## config.mk

```make
export PLATFORM = sky130hd
export DESIGN_NAME = alu_op_sequencer_flat
export DESIGN_NICKNAME = d
export VERILOG_FILES = /design/src/rtl/alu_op_sequencer_if.sv /design/src/rtl/alu_op_sequencer.sv /design/src/flat_wrapper.sv
export SDC_FILE = /design/constraint.sdc
export NUM_CORES = 1
export LEC_CHECK = 0
export ABC_AREA = 1
export CAP_MARGIN = 30
export CORE_MARGIN = 3
export CORE_UTILIZATION = 35
export CTS_CLUSTER_DIAMETER = 30
export DETAILED_ROUTE_END_ITERATION = 12
export DONT_BUFFER_PORTS = 1
export RECOVER_POWER = 25
export SLEW_MARGIN = 0
export SYNTH_ARGS = -nofsm -noshare
export SYNTH_HDL_FRONTEND = slang
export SYNTH_SLANG_ARGS = --single-unit
```

## constraint.sdc

```tcl
create_clock -name CLK -period 1.6 [get_ports CLK]
set_input_delay 0.16 -clock CLK [delete_from_list [all_inputs] [get_ports CLK]]
set_output_delay 0.16 -clock CLK [all_outputs]
set_load 0.03 [all_outputs]
```

## src/rtl/alu_op_sequencer_if.sv

```systemverilog
// ---------------------------------------------------------------------------
// alu_op_sequencer_if
// Bundles the request channel, the response channel and the ALU operand /
// result bus seen by alu_op_sequencer.
//   master : the sequencer itself (drives A/B/FunSel, ReqReady, Rsp*, Busy)
//   slave  : its environment (request source, response sink and the alu)
// ---------------------------------------------------------------------------
interface alu_op_sequencer_if #(
    parameter int WIDTH = 8,
    parameter int CNT_W = 4
);
    logic             ReqValid;
    logic             ReqReady;
    logic [3:0]       ReqFunSel;
    logic [WIDTH-1:0] ReqA;
    logic [WIDTH-1:0] ReqB;
    logic [CNT_W-1:0] ReqRepeat;
    logic [WIDTH-1:0] A;
    logic [WIDTH-1:0] B;
    logic [3:0]       FunSel;
    logic [WIDTH-1:0] OutALU;
    logic [3:0]       ZCNO;
    logic             RspValid;
    logic             RspReady;
    logic [WIDTH-1:0] RspData;
    logic [3:0]       RspZCNO;
    logic             Busy;

    modport master (
        input  ReqValid, ReqFunSel, ReqA, ReqB, ReqRepeat,
        input  OutALU, ZCNO, RspReady,
        output ReqReady, A, B, FunSel, RspValid, RspData, RspZCNO, Busy
    );

    modport slave (
        output ReqValid, ReqFunSel, ReqA, ReqB, ReqRepeat,
        output OutALU, ZCNO, RspReady,
        input  ReqReady, A, B, FunSel, RspValid, RspData, RspZCNO, Busy
    );
endinterface

```

## src/rtl/alu_op_sequencer.sv

```systemverilog
// ---------------------------------------------------------------------------
// alu_op_sequencer
// Drives the alu: accepts a request, presents A/B/FunSel, waits for the
// clocked ZCNO flags, captures OutALU/ZCNO and optionally repeats the
// operation with OutALU fed back into A.
// Ports:
//   CLK    : system clock, rising edge
//   Reset  : synchronous, active-low reset
//   bus    : alu_op_sequencer_if.master (request, response, alu operand bus)
//
// state  | meaning
// IDLE   | ReqReady=1, waiting for a request
// EXEC   | operands stable, alu updates ZCNO on the closing edge
// SAMPLE | OutALU/ZCNO valid, capture; loop back to EXEC while cnt!=0
// RESP   | RspValid=1, result held until RspReady
// ---------------------------------------------------------------------------
module alu_op_sequencer #(
    parameter int WIDTH = 8,
    parameter int CNT_W = 4
) (
    input  logic               CLK,
    input  logic               Reset,
    alu_op_sequencer_if.master bus
);

    typedef enum logic [1:0] {
        IDLE   = 2'd0,
        EXEC   = 2'd1,
        SAMPLE = 2'd2,
        RESP   = 2'd3
    } state_t;

    state_t           r_state,     w_state_nxt;
    logic [WIDTH-1:0] r_a,         w_a_nxt;
    logic [WIDTH-1:0] r_b,         w_b_nxt;
    logic [3:0]       r_funsel,    w_funsel_nxt;
    logic [CNT_W-1:0] r_cnt,       w_cnt_nxt;
    logic             r_rsp_valid, w_rsp_valid_nxt;
    logic [WIDTH-1:0] r_rsp_data,  w_rsp_data_nxt;
    logic [3:0]       r_rsp_zcno,  w_rsp_zcno_nxt;

    always_ff @(posedge CLK) begin
        if (!Reset) begin
            r_state     <= IDLE;
            r_a         <= '0;
            r_b         <= '0;
            r_funsel    <= '0;
            r_cnt       <= '0;
            r_rsp_valid <= 1'b0;
            r_rsp_data  <= '0;
            r_rsp_zcno  <= '0;
        end else begin
            r_state     <= w_state_nxt;
            r_a         <= w_a_nxt;
            r_b         <= w_b_nxt;
            r_funsel    <= w_funsel_nxt;
            r_cnt       <= w_cnt_nxt;
            r_rsp_valid <= w_rsp_valid_nxt;
            r_rsp_data  <= w_rsp_data_nxt;
            r_rsp_zcno  <= w_rsp_zcno_nxt;
        end
    end

    always_comb begin
        w_state_nxt     = r_state;
        w_a_nxt         = r_a;
        w_b_nxt         = r_b;
        w_funsel_nxt    = r_funsel;
        w_cnt_nxt       = r_cnt;
        w_rsp_valid_nxt = r_rsp_valid;
        w_rsp_data_nxt  = r_rsp_data;
        w_rsp_zcno_nxt  = r_rsp_zcno;
        case (r_state)
            IDLE: begin
                if (bus.ReqValid) begin
                    w_a_nxt      = bus.ReqA;
                    w_b_nxt      = bus.ReqB;
                    w_funsel_nxt = bus.ReqFunSel;
                    w_cnt_nxt    = bus.ReqRepeat;
                    w_state_nxt  = EXEC;
                end
            end
            EXEC: begin
                w_state_nxt = SAMPLE;
            end
            SAMPLE: begin
                w_rsp_data_nxt = bus.OutALU;
                w_rsp_zcno_nxt = bus.ZCNO;
                if (r_cnt != '0) begin
                    // Chained operation: result becomes the next A operand.
                    w_a_nxt     = bus.OutALU;
                    w_cnt_nxt   = r_cnt - CNT_W'(1);
                    w_state_nxt = EXEC;
                end else begin
                    w_rsp_valid_nxt = 1'b1;
                    w_state_nxt     = RESP;
                end
            end
            RESP: begin
                if (bus.RspReady) begin
                    w_rsp_valid_nxt = 1'b0;
                    w_state_nxt     = IDLE;
                end
            end
            default: begin
                w_state_nxt = IDLE;
            end
        endcase
    end

    assign bus.ReqReady = (r_state == IDLE);
    assign bus.Busy     = (r_state != IDLE);
    assign bus.A        = r_a;
    assign bus.B        = r_b;
    assign bus.FunSel   = r_funsel;
    assign bus.RspValid = r_rsp_valid;
    assign bus.RspData  = r_rsp_data;
    assign bus.RspZCNO  = r_rsp_zcno;

endmodule

```

## src/flat_wrapper.sv

```systemverilog
// flat-port wrapper written by rule: the top's interface ports become plain ports
module alu_op_sequencer_flat 
#(
    parameter int WIDTH = 8,
    parameter int CNT_W = 4
)
  (CLK, Reset, bus_ReqValid, bus_ReqFunSel, bus_ReqA, bus_ReqB, bus_ReqRepeat, bus_OutALU, bus_ZCNO, bus_RspReady, bus_ReqReady, bus_A, bus_B, bus_FunSel, bus_RspValid, bus_RspData, bus_RspZCNO, bus_Busy);
  alu_op_sequencer_if #(.WIDTH(WIDTH), .CNT_W(CNT_W)) bus_i ();
  input  logic CLK;
  input  logic Reset;
  input wire logic [$bits(bus_i.ReqValid)-1:0] bus_ReqValid;
  input wire logic [$bits(bus_i.ReqFunSel)-1:0] bus_ReqFunSel;
  input wire logic [$bits(bus_i.ReqA)-1:0] bus_ReqA;
  input wire logic [$bits(bus_i.ReqB)-1:0] bus_ReqB;
  input wire logic [$bits(bus_i.ReqRepeat)-1:0] bus_ReqRepeat;
  input wire logic [$bits(bus_i.OutALU)-1:0] bus_OutALU;
  input wire logic [$bits(bus_i.ZCNO)-1:0] bus_ZCNO;
  input wire logic [$bits(bus_i.RspReady)-1:0] bus_RspReady;
  output wire logic [$bits(bus_i.ReqReady)-1:0] bus_ReqReady;
  output wire logic [$bits(bus_i.A)-1:0] bus_A;
  output wire logic [$bits(bus_i.B)-1:0] bus_B;
  output wire logic [$bits(bus_i.FunSel)-1:0] bus_FunSel;
  output wire logic [$bits(bus_i.RspValid)-1:0] bus_RspValid;
  output wire logic [$bits(bus_i.RspData)-1:0] bus_RspData;
  output wire logic [$bits(bus_i.RspZCNO)-1:0] bus_RspZCNO;
  output wire logic [$bits(bus_i.Busy)-1:0] bus_Busy;
  assign bus_i.ReqValid = bus_ReqValid;
  assign bus_i.ReqFunSel = bus_ReqFunSel;
  assign bus_i.ReqA = bus_ReqA;
  assign bus_i.ReqB = bus_ReqB;
  assign bus_i.ReqRepeat = bus_ReqRepeat;
  assign bus_i.OutALU = bus_OutALU;
  assign bus_i.ZCNO = bus_ZCNO;
  assign bus_i.RspReady = bus_RspReady;
  assign bus_ReqReady = bus_i.ReqReady;
  assign bus_A = bus_i.A;
  assign bus_B = bus_i.B;
  assign bus_FunSel = bus_i.FunSel;
  assign bus_RspValid = bus_i.RspValid;
  assign bus_RspData = bus_i.RspData;
  assign bus_RspZCNO = bus_i.RspZCNO;
  assign bus_Busy = bus_i.Busy;
  alu_op_sequencer #(.WIDTH(WIDTH), .CNT_W(CNT_W)) u_core (.CLK(CLK), .Reset(Reset), .bus(bus_i));
endmodule
```

==> out/qor.yml, run 1 <==
wl_per_cell_um: 14.16
worstSetupEndpoint: "bus_Busy"
setup_viol: 0
routabilityCongestion: 0.7089
synth_top_area_frac: 0.4906
fin_setup_tns_ns: 0
hold_viol_final: 0
ctsHtreeMaxLevel: 2
synth_compound_area_frac: 0.1494
relSlewSlack: 0.6745
rsz0062_at_grt: "false"
post-dp-hpwl_um: 2626
max-vdd-ir-drop_mv: 0.5961
grt_max_degree: 25
worstPathMaxFanout: 4
drt-total-wl_um: 3780
min_path_type: "in -> reg"
drtAntennaViolNets: 0
synth_cell_type_count: 23
p_seq_frac: 0.573
tightest_slew_ns: 0.4867
synthSimpleGateAreaFrac: 0.2783
pre_cts_ws_ns: 0.1673
r2r-start: "u_core.r_cnt[0]$_SDFFE_PN0P_"
p_switching_w: 0.0007615
arrival_ns: 1.26
power-per-cell-area_nw_per_um2: 1302
r2r_slack_ns: 0.19
p_int_w: 0.001482
path_clk_slew_ns: 0.08
dieArea_um2: 5393
pin_count: 75
synth_mux_area_frac: 0
avgSynthCellArea_um2: 7.472
die_h_um: 73.44
antenna_found_initial: 0
switching_share: 0.3395
layout_min_cycle_time_ns: 1.418
p_clk_frac: 0.283
syn_to_final_growth_pct: 8.255
initial_utilization: 0.3788
final_core_util: 0.4101
synth_fp_nets: 254
io_buffers: 0
grt_pass1_wl_um: 5885
drive_gt1_frac: 0.08756
synth_top_area_cell: "dfxtp_1"
startpoint: "u_core.r_state[0]$_SDFFE_PN0P_"
required_ns: 1.44
ys_seq_elements: 39
power_w: 0.002243
grt_pass1_vias: 1240
antenna_cells: 0
synth_fa_ha_area_frac: 0.007862
insertion_delay_ns: 0.29
netlist_area_um2: 1592
netlist_top_cells_area: "dfxtp_1 (49%), nor2_1 (12%), nand2_1 (9.7%)"
setup_ws_ns: 0.1817
cts_tree: "done"
yosysWarnings: 0
fmax_ghz: 0.7051
num_rows: 23
reg2regPathDepth: 8
synthXorXnorAreaFrac: 0
status: "completed"
vias: 1340
drt-pass1-iter-count: 5
crit_type: "reg -> out"
endpoint_kind: "output port"
cp-start-kind: "flop"
cap_violations: 0
cts_max_path_buffers: 2
route.detailed.drc: 0
combPwrFrac: 0.144
synth_top_family_by_area: "simple AND/OR/NAND/NOR gates"
clockRootBuffer: "clkbuf_8"
cts_buffers: 5
die_w_um: 73.44
layout.nets: 257
viasPerCell: 5.019
r2r-end: "u_core.bus.A[3]$_SDFFE_PN0P_"
synthCells: 213
drtIter0Drc: 64
design.core.area_um2: 4202
grt_usage: 0.1446
synth.yosys.seq_area_share: 0.4906
total_leakage_power_nw: 0.7384
cts.sinks: 39
overflow: 0
post_cts_buffers: 0
finalCritPeriodShare: 0.8864
fin_worst_skew_ns: 0.005996
slew_viol_final: 0
==> worst min path at each step <==
stage | from | end | depth (start not counted)
finish | Reset | u_core.r_cnt[1]$_SDFFE_PN0P_ | 2
global placement | bus_ZCNO[1] | u_core.bus.RspZCNO[1]$_SDFFE_PN0P_ | 2
CTS | Reset | u_core.r_cnt[1]$_SDFFE_PN0P_ | 2
floorplan | bus_ZCNO[0] | u_core.bus.RspZCNO[0]$_SDFFE_PN0P_ | 2
detailed placement | Reset | u_core.bus.B[2]$_SDFFE_PN0P_ | 2
global route | bus_ZCNO[2] | u_core.bus.RspZCNO[2]$_SDFFE_PN0P_ | 2
==> state kept, by name, indices dropped and copies added (netlist names) <==
register and flops:
u_core.bus.RspValid 1, u_core.bus.RspZCNO 4, u_core.bus.RspData 8, u_core.bus.B 8, u_core.r_cnt 4, u_core.bus.A 8, u_core.r_state 2, u_core.bus.FunSel 4
==> stage by stage <==
step	cell area [um2]	cells	hold WS, ns
2_1_floorplan	1592	213	0.2949
3_3_place_gp	1589	254	0.2974
3_5_place_dp	1589	254	0.3028
4_1_cts	1700	265	0.0002978
5_1_grt	1723	267	0.004068
6_report	1723	267	0.006046
==> layout by cell type (no fill, tap or decap) <==
cell	synthesis	final
a21oi_1	13	13
a21oi_2	1	1
buf_4	3	1
clkbuf_1	3	2
clkbuf_8	0	5
clkinv_2	0	1
dfxtp_1	39	39
dlygate4sd3_1	0	5
ha_1	1	1
inv_1	8	8
inv_2	4	3
inv_4	0	1
nand2_1	41	41
nand2_2	2	2
nand2_4	2	2
nand3_1	4	4
nand4_1	1	1
nor2_1	52	52
nor2_2	1	1
nor2_8	1	1
o21ai_0	27	27
o21ai_1	3	3
o22ai_1	1	1
o31ai_1	1	1
or2_2	1	1
==> routing by layer <==
metal | vias to the layer above | part of all wire | wire, um | global-route usage
met2 | 62 | 0.44 | 1668 | 0.2284
met3 | 7 | 0.13 | 499 | 0.08345
met4 | 0 | 0.012 | 44 | 0.04829
met5 | - | 0 | 0 | 0
li1 | 687 | - | - | -
met1 | 584 | 0.41 | 1567 | 0.1635
==> critical path, cell delays in order (launching register included) <==
cell	delay (ns)
dfxtp_1	0.49
nor2_2	0.09
buf_4	0.18
inv_1	0.21
==> repair_timing <==
action                                  in CTS  in global routing
endpoints found under the hold margin       14                  2
resized for setup                            0                  2
hold buffers                                 3                  2
endpoints found under the setup margin       0                  3
==> cells in the mapped netlist <==
| cell type | number |
|---|---|
| buf_4 | 3 |
| or2_2 | 1 |
| nand3_1 | 4 |
| nor2_1 | 52 |
| inv_1 | 8 |
| o22ai_1 | 1 |
| clkbuf_1 | 3 |
| ha_1 | 1 |
| a21oi_1 | 13 |
| buf_6 | 3 |
| nand2_1 | 41 |
| dfxtp_1 | 39 |
| o21ai_0 | 27 |
| o21ai_1 | 3 |
| nor2_8 | 1 |
| inv_2 | 4 |
| a21oi_2 | 1 |
| o31ai_1 | 1 |
| nand2_4 | 2 |
| nor2_2 | 1 |
| buf_2 | 1 |
| nand4_1 | 1 |
| nand2_2 | 2 |
==> power by group through the flow <==
stage | sequential (W) | clock [W] | combinational [W]
final | 0.00129 | 0.000634 | 0.000323
after global routing | 0.00130 | 0.000707 | 0.000380
after CTS | 0.00129 | 0.000652 | 0.000323
after detailed placement | 0.00131 | 0 | 0.000311
after global placement | 0.00131 | 0 | 0.000307
after floorplan | 0.00129 | 0 | 0.000289
==> layout make-up <==
type	instances	area, um2
inverter	12	47.55
clock inverter	1	5.005
fill	444	2479
multi-input combinational	152	693.2
sequential	39	780.7
clock buffer	7	76.32
tap	50	62.56
timing repair buffer	6	57.56
==> cell families after synthesis <==
logic type / after synthesis
compound gates: 46
fa+ha+maj: 1
buf+inv: 22
flops: 39
simple gates: 105
Power figures use the tool's default switching activity.
==> inputs of run 2 (changes only) <==
--- a/config.mk
+++ b/config.mk
@@ -10,6 +10,7 @@
 export CORE_MARGIN = 3
 export CORE_UTILIZATION = 35
 export CTS_CLUSTER_DIAMETER = 30
+export CTS_CLUSTER_SIZE = 24
 export DETAILED_ROUTE_END_ITERATION = 12
 export DONT_BUFFER_PORTS = 1
 export RECOVER_POWER = 25
==> results of run 2 <==
Final layout, timing and power as in run 1 (identical DEF).
==> inputs of run 3 (changes only) <==
--- a/config.mk
+++ b/config.mk
@@ -6,13 +6,13 @@
 export NUM_CORES = 1
 export LEC_CHECK = 0
 export ABC_AREA = 1
-export CAP_MARGIN = 30
 export CORE_MARGIN = 3
 export CORE_UTILIZATION = 35
 export CTS_CLUSTER_DIAMETER = 30
 export CTS_CLUSTER_SIZE = 24
 export DETAILED_ROUTE_END_ITERATION = 12
 export DONT_BUFFER_PORTS = 1
+export PLACE_DENSITY_LB_ADDON = 0.2
 export RECOVER_POWER = 25
 export SLEW_MARGIN = 0
 export SYNTH_ARGS = -nofsm -noshare
==> out/qor.yml, run 3 (synthesized netlist as in run 1, its figures left out) <==
finalCritPeriodShare: 0.8831
cp-start-kind: "flop"
relSlewSlack: 0.5991
slowest_stage: "dfxtp_1"
path_cells: "nor2_2 > buf_4 > inv_1"
cts_tree: "done"
num_rows: 23
total_leakage_power_nw: 0.7408
path_buf_inv: 2
grt_usage: 0.1423
fmax_ghz: 0.7077
max-vdd-ir-drop_mv: 0.4751
cts.sinks: 39
reg2regPathDepth: 8
setup_viol: 0
final_area_um2: 1722
slew_viol_final: 0
drtAntennaViolNets: 0
min_path_type: "in -> reg"
status: "completed"
ctsHtreeMaxLevel: 2
drtIter0Drc: 29
cts.repair.resized: 0
cts_hold_buf: 3
hold_viol_final: 0
drive_gt1_frac: 0.09722
r2r-end: "u_core.r_cnt[1]$_SDFFE_PN0P_"
power-per-cell-area_nw_per_um2: 1336
grt_pass1_vias: 1200
regArea_um2: 780.7
antenna_cells: 0
slowest_delay_ns: 0.48
r2r-start: "u_core.r_cnt[0]$_SDFFE_PN0P_"
cts_max_path_buffers: 2
multi_input_area_um2: 693.2
cts_buffers: 5
r2r_slack_ns: 0.19
routabilityCongestion: 0.7407
required_ns: 1.44
final_common_cell: "nor2_1"
design.core.area_um2: 4202
clockRootBuffer: "clkbuf_8"
arrival_ns: 1.25
insertion_delay_ns: 0.29
post_cts_buffers: 0
fin_setup_tns_ns: 0
initial_utilization: 0.3788
worstSetupEndpoint: "bus_Busy"
route.detailed.drc: 0
worstPathMaxFanout: 4
layout_min_cycle_time_ns: 1.413
post-dp-hpwl_um: 2565
endpoint_kind: "output port"
hold_depth: 2
die_h_um: 73.44
place_area_um2: 1597
path_clk_slew_ns: 0.07
die_w_um: 73.44
wl_per_cell_um: 14.09
grt_pass1_wl_um: 5816
io_buffers: 0
antenna_found_initial: 0
overflow: 0
layout.nets: 256
drt-pass1-iter-count: 4
vias: 1326
cap_violations: 0
crit_type: "reg -> out"
cpLargestDelayFamily: "flip-flops"
cp.depth: 3
rsz0062_at_grt: "false"
tightest_slew_ns: 0.5994
fin_worst_skew_ns: 0.004515
dieArea_um2: 5393
nFillCells: 459
layout_common_cells: "nor2_1 (52), nand2_1 (41), dfxtp_1 (39), o21ai_0 (27), a21oi_1 (13)"
viasPerCell: 4.985
syn_to_final_growth_pct: 8.176
fin_hold_ws_ns: 0.007484
drt-total-wl_um: 3748
pin_count: 75
startpoint: "u_core.r_state[0]$_SDFFE_PN0P_"
grt_max_degree: 25
## run 3: where the power goes
part	total [W]	internal, W	switching [W]
combinational	0.000324	0.000110	0.000214
clock	0.000696	0.000353	0.000343
sequential	0.00128	0.00106	0.000216
## run 3: worst min path at each step
stage                      from  slack [ns]                            endpoint
CTS                       Reset      0.0009        u_core.r_cnt[1]$_SDFFE_PN0P_
finish              bus_ZCNO[3]       0.007  u_core.bus.RspZCNO[3]$_SDFFE_PN0P_
floorplan           bus_ZCNO[0]        0.29  u_core.bus.RspZCNO[0]$_SDFFE_PN0P_
global placement    bus_ZCNO[3]        0.30  u_core.bus.RspZCNO[3]$_SDFFE_PN0P_
detailed placement        Reset        0.30        u_core.bus.B[5]$_SDFFE_PN0P_
global route              Reset       0.002        u_core.r_cnt[1]$_SDFFE_PN0P_
## run 3: final cells by class
cell class,count,share of cell area
clock buffer,7,0.05015
clock inverter,1,0.005087
inverter,12,0.02616
multi-input combinational,152,0.4026
sequential,39,0.4535
tap,50,0.03634
timing repair buffer,5,0.02616
## run 3: worst register-to-register path, stage by stage, from the launching register on
cell	delay [ns]
dfxtp_1	0.37
inv_1	0.09
ha_1	0.24
nand3_1	0.12
nand2_2	0.07
nand2_4	0.14
inv_2	0.12
nor2_1	0.12
nor2_1	0.05
## run 3: metrics by stage
step           instances  setup slack (ns)    util  power [W]
6_report             266            0.1870  0.4098   0.002301
4_1_cts              266            0.1751  0.4098   0.002337
3_3_place_gp         255            0.2476  0.3800   0.001621
3_5_place_dp         255            0.2084  0.3800   0.001621
2_1_floorplan        213            0.2368       -   0.001576
5_1_grt              266           0.03019  0.4098   0.002435
## run 3: routing by layer
| metal | share of wire | track usage | vias to the layer above |
|---|---|---|---|
| met5 | 0 | 0 | - |
| met4 | 0.014 | 0.05433 | 0 |
| met3 | 0.11 | 0.06430 | 6 |
| met2 | 0.46 | 0.2294 | 56 |
| met1 | 0.42 | 0.1650 | 581 |
| li1 | - | - | 683 |
